<file path="config.mk">
export PLATFORM = sky130hd
export DESIGN_NAME = display_scheduler
export DESIGN_NICKNAME = d
export VERILOG_FILES = /design/src/rtl/display_scheduler.sv
export SDC_FILE = /design/constraint.sdc
export NUM_CORES = 1
export LEC_CHECK = 0
export BUFFER_PORTS_ARGS = -buffer_cell sky130_fd_sc_hd__buf_4
export CAP_MARGIN = 20
export CORE_ASPECT_RATIO = 0.6
export CORE_MARGIN = 2
export CORE_UTILIZATION = 44
export CTS_BUF_LIST = sky130_fd_sc_hd__clkbuf_4 sky130_fd_sc_hd__clkbuf_8
export CTS_CLUSTER_SIZE = 24
export DETAILED_ROUTE_END_ITERATION = 12
export GPL_TIMING_DRIVEN = 0
export MAX_ROUTING_LAYER = met4
export PLACE_DENSITY_LB_ADDON = 0.12
export SLEW_MARGIN = 20
export SYNTH_ARGS = -nofsm -noshare
export SYNTH_HDL_FRONTEND = slang
export SYNTH_SLANG_ARGS = --single-unit
</file>
<file path="constraint.sdc">
create_clock -name clk -period 5.85 [get_ports clk]
set_input_delay 0.2925 -clock clk [delete_from_list [all_inputs] [get_ports clk]]
set_output_delay 0.2925 -clock clk [all_outputs]
set_load 0.02 [all_outputs]
</file>
<file path="src/rtl/display_scheduler.sv">
// display_scheduler: periodically samples value_in, runs one BCD conversion at a
// time over the converter's start/ready handshake, latches the four digits
// atomically and scans them onto a 4-digit multiplexed seven-segment display.
module display_scheduler #(
  parameter int REFRESH_DIV   = 1000,
  parameter int SAMPLE_FRAMES = 16
) (
  input  logic        clk,
  input  logic        rst,
  input  logic [13:0] value_in,
  input  logic        enable,
  output logic        conv_start,
  output logic [13:0] conv_value,
  input  logic        conv_ready,
  input  logic [3:0]  conv_a,
  input  logic [3:0]  conv_b,
  input  logic [3:0]  conv_c,
  input  logic [3:0]  conv_d,
  output logic [3:0]  an,
  output logic [6:0]  seg,
  output logic        valid
);
  localparam int RW = (REFRESH_DIV > 1) ? $clog2(REFRESH_DIV) : 1;
  localparam int FW = (SAMPLE_FRAMES > 1) ? $clog2(SAMPLE_FRAMES) : 1;
  localparam logic [RW-1:0] REF_LAST   = RW'(REFRESH_DIV - 1);
  localparam logic [FW-1:0] FRAME_LAST = FW'(SAMPLE_FRAMES - 1);
  localparam logic [3:0]    DASH       = 4'hE;
  localparam logic [13:0]   MAX_VAL    = 14'd9999;

  typedef enum logic [1:0] {S_IDLE, S_ACK, S_BUSY, S_LATCH} state_t;
  state_t state, state_nx;

  logic [RW-1:0] ref_cnt;
  logic [1:0]    idx;
  logic [FW-1:0] frame_cnt;
  logic          ref_wrap;
  logic          tick;
  logic          pending;
  logic [1:0]    ack_cnt;
  logic [3:0]    d0, d1, d2, d3;
  logic          start_nx, latch_conv, latch_dash, pend_clr, pend_set;
  logic [3:0]    dig_p0;
  logic          blank_p0;

  // Digit code to active-low {g,f,e,d,c,b,a}; codes 10-14 show a dash, 15 is blank.
  function automatic logic [6:0] seg_of(input logic [3:0] d, input logic blank);
    logic [6:0] s;
    if (blank) begin
      s = 7'h7F;
    end else begin
      case (d)
        4'd0:    s = 7'b1000000;
        4'd1:    s = 7'b1111001;
        4'd2:    s = 7'b0100100;
        4'd3:    s = 7'b0110000;
        4'd4:    s = 7'b0011001;
        4'd5:    s = 7'b0010010;
        4'd6:    s = 7'b0000010;
        4'd7:    s = 7'b1111000;
        4'd8:    s = 7'b0000000;
        4'd9:    s = 7'b0010000;
        4'hF:    s = 7'h7F;
        default: s = 7'b0111111;
      endcase
    end
    return s;
  endfunction

  assign ref_wrap = (ref_cnt == REF_LAST);
  assign tick     = ref_wrap && (idx == 2'd3) && (frame_cnt == FRAME_LAST);

  // Scan timing: per-digit dwell counter, digit index and frame counter.
  always_ff @(posedge clk or negedge rst) begin
    if (!rst) begin
      ref_cnt   <= '0;
      idx       <= 2'd0;
      frame_cnt <= '0;
    end else if (ref_wrap) begin
      ref_cnt <= '0;
      idx     <= idx + 2'd1;
      if (idx == 2'd3)
        frame_cnt <= (frame_cnt == FRAME_LAST) ? '0 : frame_cnt + 1'b1;
    end else begin
      ref_cnt <= ref_cnt + 1'b1;
    end
  end

  // Handshake sequencing: next state and one-cycle action strobes.
  always_comb begin
    state_nx   = state;
    start_nx   = 1'b0;
    latch_conv = 1'b0;
    latch_dash = 1'b0;
    pend_clr   = 1'b0;
    pend_set   = 1'b0;
    case (state)
      S_IDLE: begin
        if (pending) begin
          if (value_in > MAX_VAL) begin
            latch_dash = 1'b1;
            pend_clr   = 1'b1;
          end else if (conv_ready) begin
            start_nx = 1'b1;
            pend_clr = 1'b1;
            state_nx = S_ACK;
          end
        end
      end
      S_ACK: begin
        if (!conv_ready) begin
          state_nx = S_BUSY;
        end else if (ack_cnt == 2'd2) begin
          // Converter never acknowledged: requeue the request and retry.
          pend_set = 1'b1;
          state_nx = S_IDLE;
        end
      end
      S_BUSY: begin
        if (conv_ready) state_nx = S_LATCH;
      end
      S_LATCH: begin
        latch_conv = 1'b1;
        state_nx   = S_IDLE;
      end
      default: state_nx = S_IDLE;
    endcase
  end

  // Control state: FSM register, ack timeout counter, request flag, converter port.
  always_ff @(posedge clk or negedge rst) begin
    if (!rst) begin
      state      <= S_IDLE;
      ack_cnt    <= 2'd0;
      pending    <= 1'b0;
      conv_start <= 1'b0;
      conv_value <= '0;
    end else begin
      state      <= state_nx;
      ack_cnt    <= (state == S_ACK) ? ack_cnt + 2'd1 : 2'd0;
      conv_start <= start_nx;
      if (start_nx)
        conv_value <= value_in;
      // A tick arriving while a request is pending simply merges into it.
      if (pend_set || (tick && enable))
        pending <= 1'b1;
      else if (pend_clr)
        pending <= 1'b0;
    end
  end

  // Display registers: all four digits change together, from the converter or as dashes.
  always_ff @(posedge clk or negedge rst) begin
    if (!rst) begin
      d0    <= 4'hF;
      d1    <= 4'hF;
      d2    <= 4'hF;
      d3    <= 4'hF;
      valid <= 1'b0;
    end else if (latch_conv) begin
      d0    <= conv_a;
      d1    <= conv_b;
      d2    <= conv_c;
      d3    <= conv_d;
      valid <= 1'b1;
    end else if (latch_dash) begin
      d0    <= DASH;
      d1    <= DASH;
      d2    <= DASH;
      d3    <= DASH;
      valid <= 1'b1;
    end
  end

  // Select the scanned digit and apply leading-zero blanking (ones never blanked).
  always_comb begin
    dig_p0   = d0;
    blank_p0 = 1'b0;
    case (idx)
      2'd1: begin
        dig_p0   = d1;
        blank_p0 = (d3 == 4'd0) && (d2 == 4'd0) && (d1 == 4'd0);
      end
      2'd2: begin
        dig_p0   = d2;
        blank_p0 = (d3 == 4'd0) && (d2 == 4'd0);
      end
      2'd3: begin
        dig_p0   = d3;
        blank_p0 = (d3 == 4'd0);
      end
      default: begin
        dig_p0   = d0;
        blank_p0 = 1'b0;
      end
    endcase
  end

  // Registered scan outputs: one-hot active-low anode and its segment pattern.
  always_ff @(posedge clk or negedge rst) begin
    if (!rst) begin
      an  <= 4'hF;
      seg <= 7'h7F;
    end else begin
      an  <= ~(4'b0001 << idx);
      seg <= seg_of(dig_p0, blank_p0);
    end
  end

endmodule

</file>
; ---- Word level (Yosys, flattened, before mapping)
; Memory sizes are Yosys's and may differ from the RTL's.
; Index checks and enable logic that the tools add are counted.
; Widths: inputs -> output; s select.
[totals]
ff_bits = 64
rom_bits = 112
out_inout_bits = 27
word_cells = 87
memories = 1
[memory_table]
columns = memory, words, width, read_ports, rd_clocked_by_memory_dff, write_ports, line
row1 = (no name shown), 16, 7, 1, 0, 0, 51  ; case (d)
[op_classes]
n_addsub = 4
order_cmp = 1
n_eq_ne = 14
n_shift = 1
muxes = 36
bitwise = 1
n_reduce_logical = 14
[ops]
columns = op, count
row1 = $mux 4, 6
row2 = $mux 1, 18
row3 = $gt 14x14->1 const B, 1
row4 = $mux 2, 7
row5 = $logic_not 4->1, 3
row6 = $pmux 4 s3, 1
row7 = $add 10x1->10 const B, 1
row8 = $eq 10x10->1 const B, 1
row9 = $eq 2x2->1 const B, 5
row10 = $mux 10, 1
row11 = $ne 2x2->1 const B, 4
row12 = $pmux 2 s4, 1
row13 = $mux 7, 1
row14 = $logic_and 1x1->1, 5
row15 = $reduce_and 5->1, 1
row16 = $add 2x1->2 const B, 2
row17 = $add 4x1->4 const B, 1
row18 = $eq 2x1->1 const B, 2
row19 = $eq 4x4->1 const B, 1
row20 = $not 4->4, 1
row21 = $reduce_bool 2->1, 2
row22 = $shl 1x2->4 const A, 1
row23 = $ne 3x3->1 const B, 1
row24 = $pmux 1 s3, 1
row25 = other kinds (3), 3

; ---- Logic depth before layout (Yosys ltp)
[logic_depth]
ltp_word = 6
depth_mapped = 9
depth_no_buf = 9

; ---- Worst setup path before layout
; OpenSTA, ideal clock, no wires.
[synth_path]
path_kind = flip-flop to flip-flop
from = reg idx[0]
to = reg seg[4]
t_arrival_ns = 1.968
required_ns = 5.759
setup_slack_ns = 3.792
path_stages_with_launch = 9
n_path_buf = 1
path_cell_list = dfrtp_1 inv_1 ha_1 clkbuf_2 mux2i_1 inv_1 ha_1 and3_1 o31ai_1
[synth_via]
elab_chain_len = 4
[synth_rtl]
columns = item, line
row1 = start: declaration, 34  ; logic [1:0] idx;
row2 = start signal: assignment, 80  ; idx <= idx + 2'd1;
row3 = $eq 2x2->1 or $eq 2x1->1 (tied branches), 178  ; case (idx)
row4 = $pmux 4 s3, 178
row5 = $mem_v2 16x7, --
row6 = $mux 7 *, 48  ; if (blank) begin
row7 = end signal: assignment, 205  ; seg <= seg_of(dig_p0, blank_p0);
row8 = end: declaration, 20  ; output logic [6:0] seg,
; Every way passes the cells marked *; elsewhere a longest branch is shown, timed or not.
; A chain may end at the register's enable or synchronous reset.

; ---- Worst setup path in the final report
; Same ends and word-level chain as after synthesis.

==> results by group <==
CTS
  • PostCTS Resize Cnt: 0
  • Post-CTS setup buffers: 0
  • H-tree depth: 3
  • Worst skew pair latency: roughly 0.34 ns
  • Clock tree sinks: 64
  • Hold buffer count at CTS: 0
  • Clock-pin slew on the worst setup and hold paths: 0.07 ns
  • CTS tree: built
  • Deepest clock path buffer count: 2
  • Clock buffer count from CTS: 9
  • CTS Root Buffer Type: clkbuf_8

Placed design
  • Placed cell areas: 3522 um^2
  • Dpl hpwl: 4.380 mm
  • IO Port Bufs: 60
  • Place WS: 3.499 ns
  • GPL Wtd Cong: 0.8173

Finish
  • Design area: 3729 um^2
  • NumNets Final: roughly 370
  • Diodes inserted: 0
  • Layout cell share with drive strength beyond 1: 37.61%
  • Area growth syn-to-layout: 25.84%
  • Register area: around 1600 um^2
  • Filler instances: 605
  • Area of the multi-input gates: 1211 um^2

Synthesis
  • Async set or reset register ratio after synthesis: 100.0%
  • Mapped Area: approximately 3000 um^2
  • Synth Area per Inst: 11.80 um^2
  • Post-synth EDFFs: 0
  • Predominant post-synthesis flop cell: dfrtp_1
  • Part of the Yosys area used for sequential elements: 55.19%
  • Distinct cells, synth: 54
  • Yosys synthesis warning count: 0
  • Seq cells post-synth: between 60 and 70
  • Synth Net Count: 298
  • Post-Synthesis Cells: 251

Worst setup path
  • CP Launch Type: flip-flop
  • CP Class: reg -> reg
  • WP data required: roughly 6.1 ns
  • Reg-to-reg startpoint: idx[0]$_DFFE_PN0N_
  • Critical path startpoint: idx[0]$_DFFE_PN0N_
  • Crit Path Max Fanout: 8
  • Endpoint class of the critical path: flip-flop
  • Register-to-Register Path Depth: 8
  • Data arrival time of the critical path: 2.66 ns

Hold path
  • Min-delay worst type: in -> async

STA
  • Setup TNS: 0 ns
  • Final worst setup slack: 3.438 ns
  • RSZ-0062 raised after global routing: no
  • Max transition margin: 47.57%
  • Hold slack: around 0.031 ns
  • Slew @ Worst Pin: 0.7865 ns
  • Fin crit period: ~2.4 ns
  • Final setup viols: 0
  • Crit share post-route: 41.23%
  • Number of max-slew violations in the final report: 0
  • Clk_skew: 0.005088 ns
  • Fmax: 0.4147 GHz
  • Final hold violations: 0

GRT
  • Total GRT Usage: between 10% and 20%
  • Initial antenna violation count: 0
  • First-pass GRT wire length: around 10 mm
  • Remaining Overflow, GRT: 0
  • Pin count of the biggest net entering global routing: 65
  • Number of global-route vias before repair: 2102

Power
  • Power Density: 400.9 nW/um^2
  • Peak VDD IR: 0.0001953 V
  • Leak: 1.751 nW

Floorplan
  • Die Area: 7428 um^2
  • Row Count: 23
  • Die Wd: 109.9 um
  • Core area: approximately 6600 um^2
  • Ports: 61
  • Die height: between 60 and 70 um
  • Initial core utilization: 44.96%

Route
  • Wire per inst: 14.75 um
  • Detailed-route via count: around 2100
  • Drt drc: 0
  • Drt total wl: 6.107 mm
  • Initial DRC Count: ~130
  • Final ANT Viol Nets: 0
  • Via density: 5.157
  • DRT Pass-1 Iters: 6

Flow run
  • Maxcap violations: 0

Run status
  • Status: completed
==> layout by cell type (no fill, tap or decap), types with 3 or more instances in the layout <==
| cell type | netlist | final |
|---|---|---|
| nand3_1 | 6 | 6 |
| o21ai_0 | 8 | 8 |
| nor3_1 | 3 | 3 |
| a222oi_1 | 4 | 4 |
| clkbuf_8 | 0 | 11 |
| o22a_1 | 9 | 9 |
| nor2_1 | 19 | 19 |
| xor2_1 | 5 | 5 |
| nand2b_1 | 3 | 3 |
| mux2i_1 | 5 | 5 |
| a21oi_1 | 9 | 9 |
| inv_1 | 22 | 22 |
| xnor2_1 | 3 | 3 |
| ha_1 | 13 | 13 |
| nand2_1 | 12 | 12 |
| dfrtp_1 | 37 | 37 |
| mux2_1 | 7 | 7 |
| dfstp_2 | 27 | 27 |
| a22o_1 | 3 | 3 |
| buf_4 | 0 | 60 |
| and3_1 | 4 | 4 |
| mux2_2 | 7 | 7 |
| a32oi_1 | 3 | 3 |
==> stage by stage <==
step                utilization [%]  power, mW  instances
floorplan                         -     0.9429        251
global placement              53.45      1.101        398
detailed placement            53.45      1.111        398
CTS                           56.58      1.515        414
global route                  56.58      1.594        414
finish                        56.58      1.495        414
==> registers in the layout (all words and copies together) (netlist names), named ones only <==
signal      count
ack_cnt         2
an              4
conv_start      1
conv_value     14
d0              4
d1              4
d2              4
d3              4
frame_cnt       4
idx             2
pending         1
ref_cnt        10
seg             7
state           1
valid           1
==> metal layers <==
layer / GRT usage [%] / vias to the layer above / part of all wire [%]
met3: 8.012 / 8 / 6.9
met5: - / - / 0
met4: 6.646 / 0 / 1.2
met1: 24.92 / 1032 / 49
met2: 26.23 / 57 / 42
li1: - / 1038 / -
==> final cells by class <==
class                   instances  area share (%)
clock inverters                 3           1.074
repair buffers                 60           12.08
flip-flops and latches         64           43.86
plain buffers                   6          0.9060
clock buffers                  13           4.463
well taps                      87           2.919
inverters                      22           2.215
multi-input cells             159           32.48
==> synth_stat cells (all sizes together), types with 4 or more instances <==
library cell | count | area share (%)
and3 | 4 | 0.84
xor2 | 5 | 1.5
a222oi | 4 | 1.4
dfstp | 27 | 24
mux2 | 14 | 5.3
nor3 | 4 | 0.84
o21ai | 9 | 1.5
inv | 22 | 2.8
nand2 | 13 | 1.7
dfrtp | 37 | 31
nor2 | 19 | 2.4
nand3 | 6 | 1.0
ha | 13 | 5.5
o22a | 9 | 2.7
a21oi | 10 | 2.1
mux2i | 6 | 2.2
==> where the power goes <==
group          switching, mW  internal, mW
sequential            0.0665         0.608
clock                  0.161         0.228
combinational          0.239         0.192
total                  0.467          1.03
==> worst max-delay path, cell delays in order, from the launching register on <==
cell	delay (ns)
dfrtp_1	0.41
inv_1	0.14
ha_1	0.18
clkbuf_2	0.22
mux2i_1	0.59
inv_1	0.18
ha_1	0.26
and3_1	0.15
o31ai_1	0.20
==> final timing paths <==
kind	to	slack, ns
max in group asynchronous	idx[0]$_DFFE_PN0N_	5.30
worst min-delay path	frame_cnt[0]$_DFFE_PN0N_	0.03
worst max register to register	seg[4]$_DFF_PN1_	3.44
worst max-delay path	seg[4]$_DFF_PN1_	3.44
min in group clk	d0[0]$_DFFE_PN1P_	0.17
worst min register to register	ack_cnt[0]$_DFF_PN0_	0.42
==> kinds of logic (layout without fill, tap and decap cells) <==
kind of cell / Yosys count / in the layout / share of synthesized area (%)
muxes: 20 / 20 / 7.475
buffers and inverters: 28 / 104 / 3.927
and+or+nand+nor: 63 / 63 / 11.15
DFF: 64 / 64 / 55.19
AOI/OAI and AO/OA: 55 / 55 / 14.40
adders and majority gates: 13 / 13 / 5.490
xor gates and xnor gates: 8 / 8 / 2.365
(Power assumes the default switching activity.)
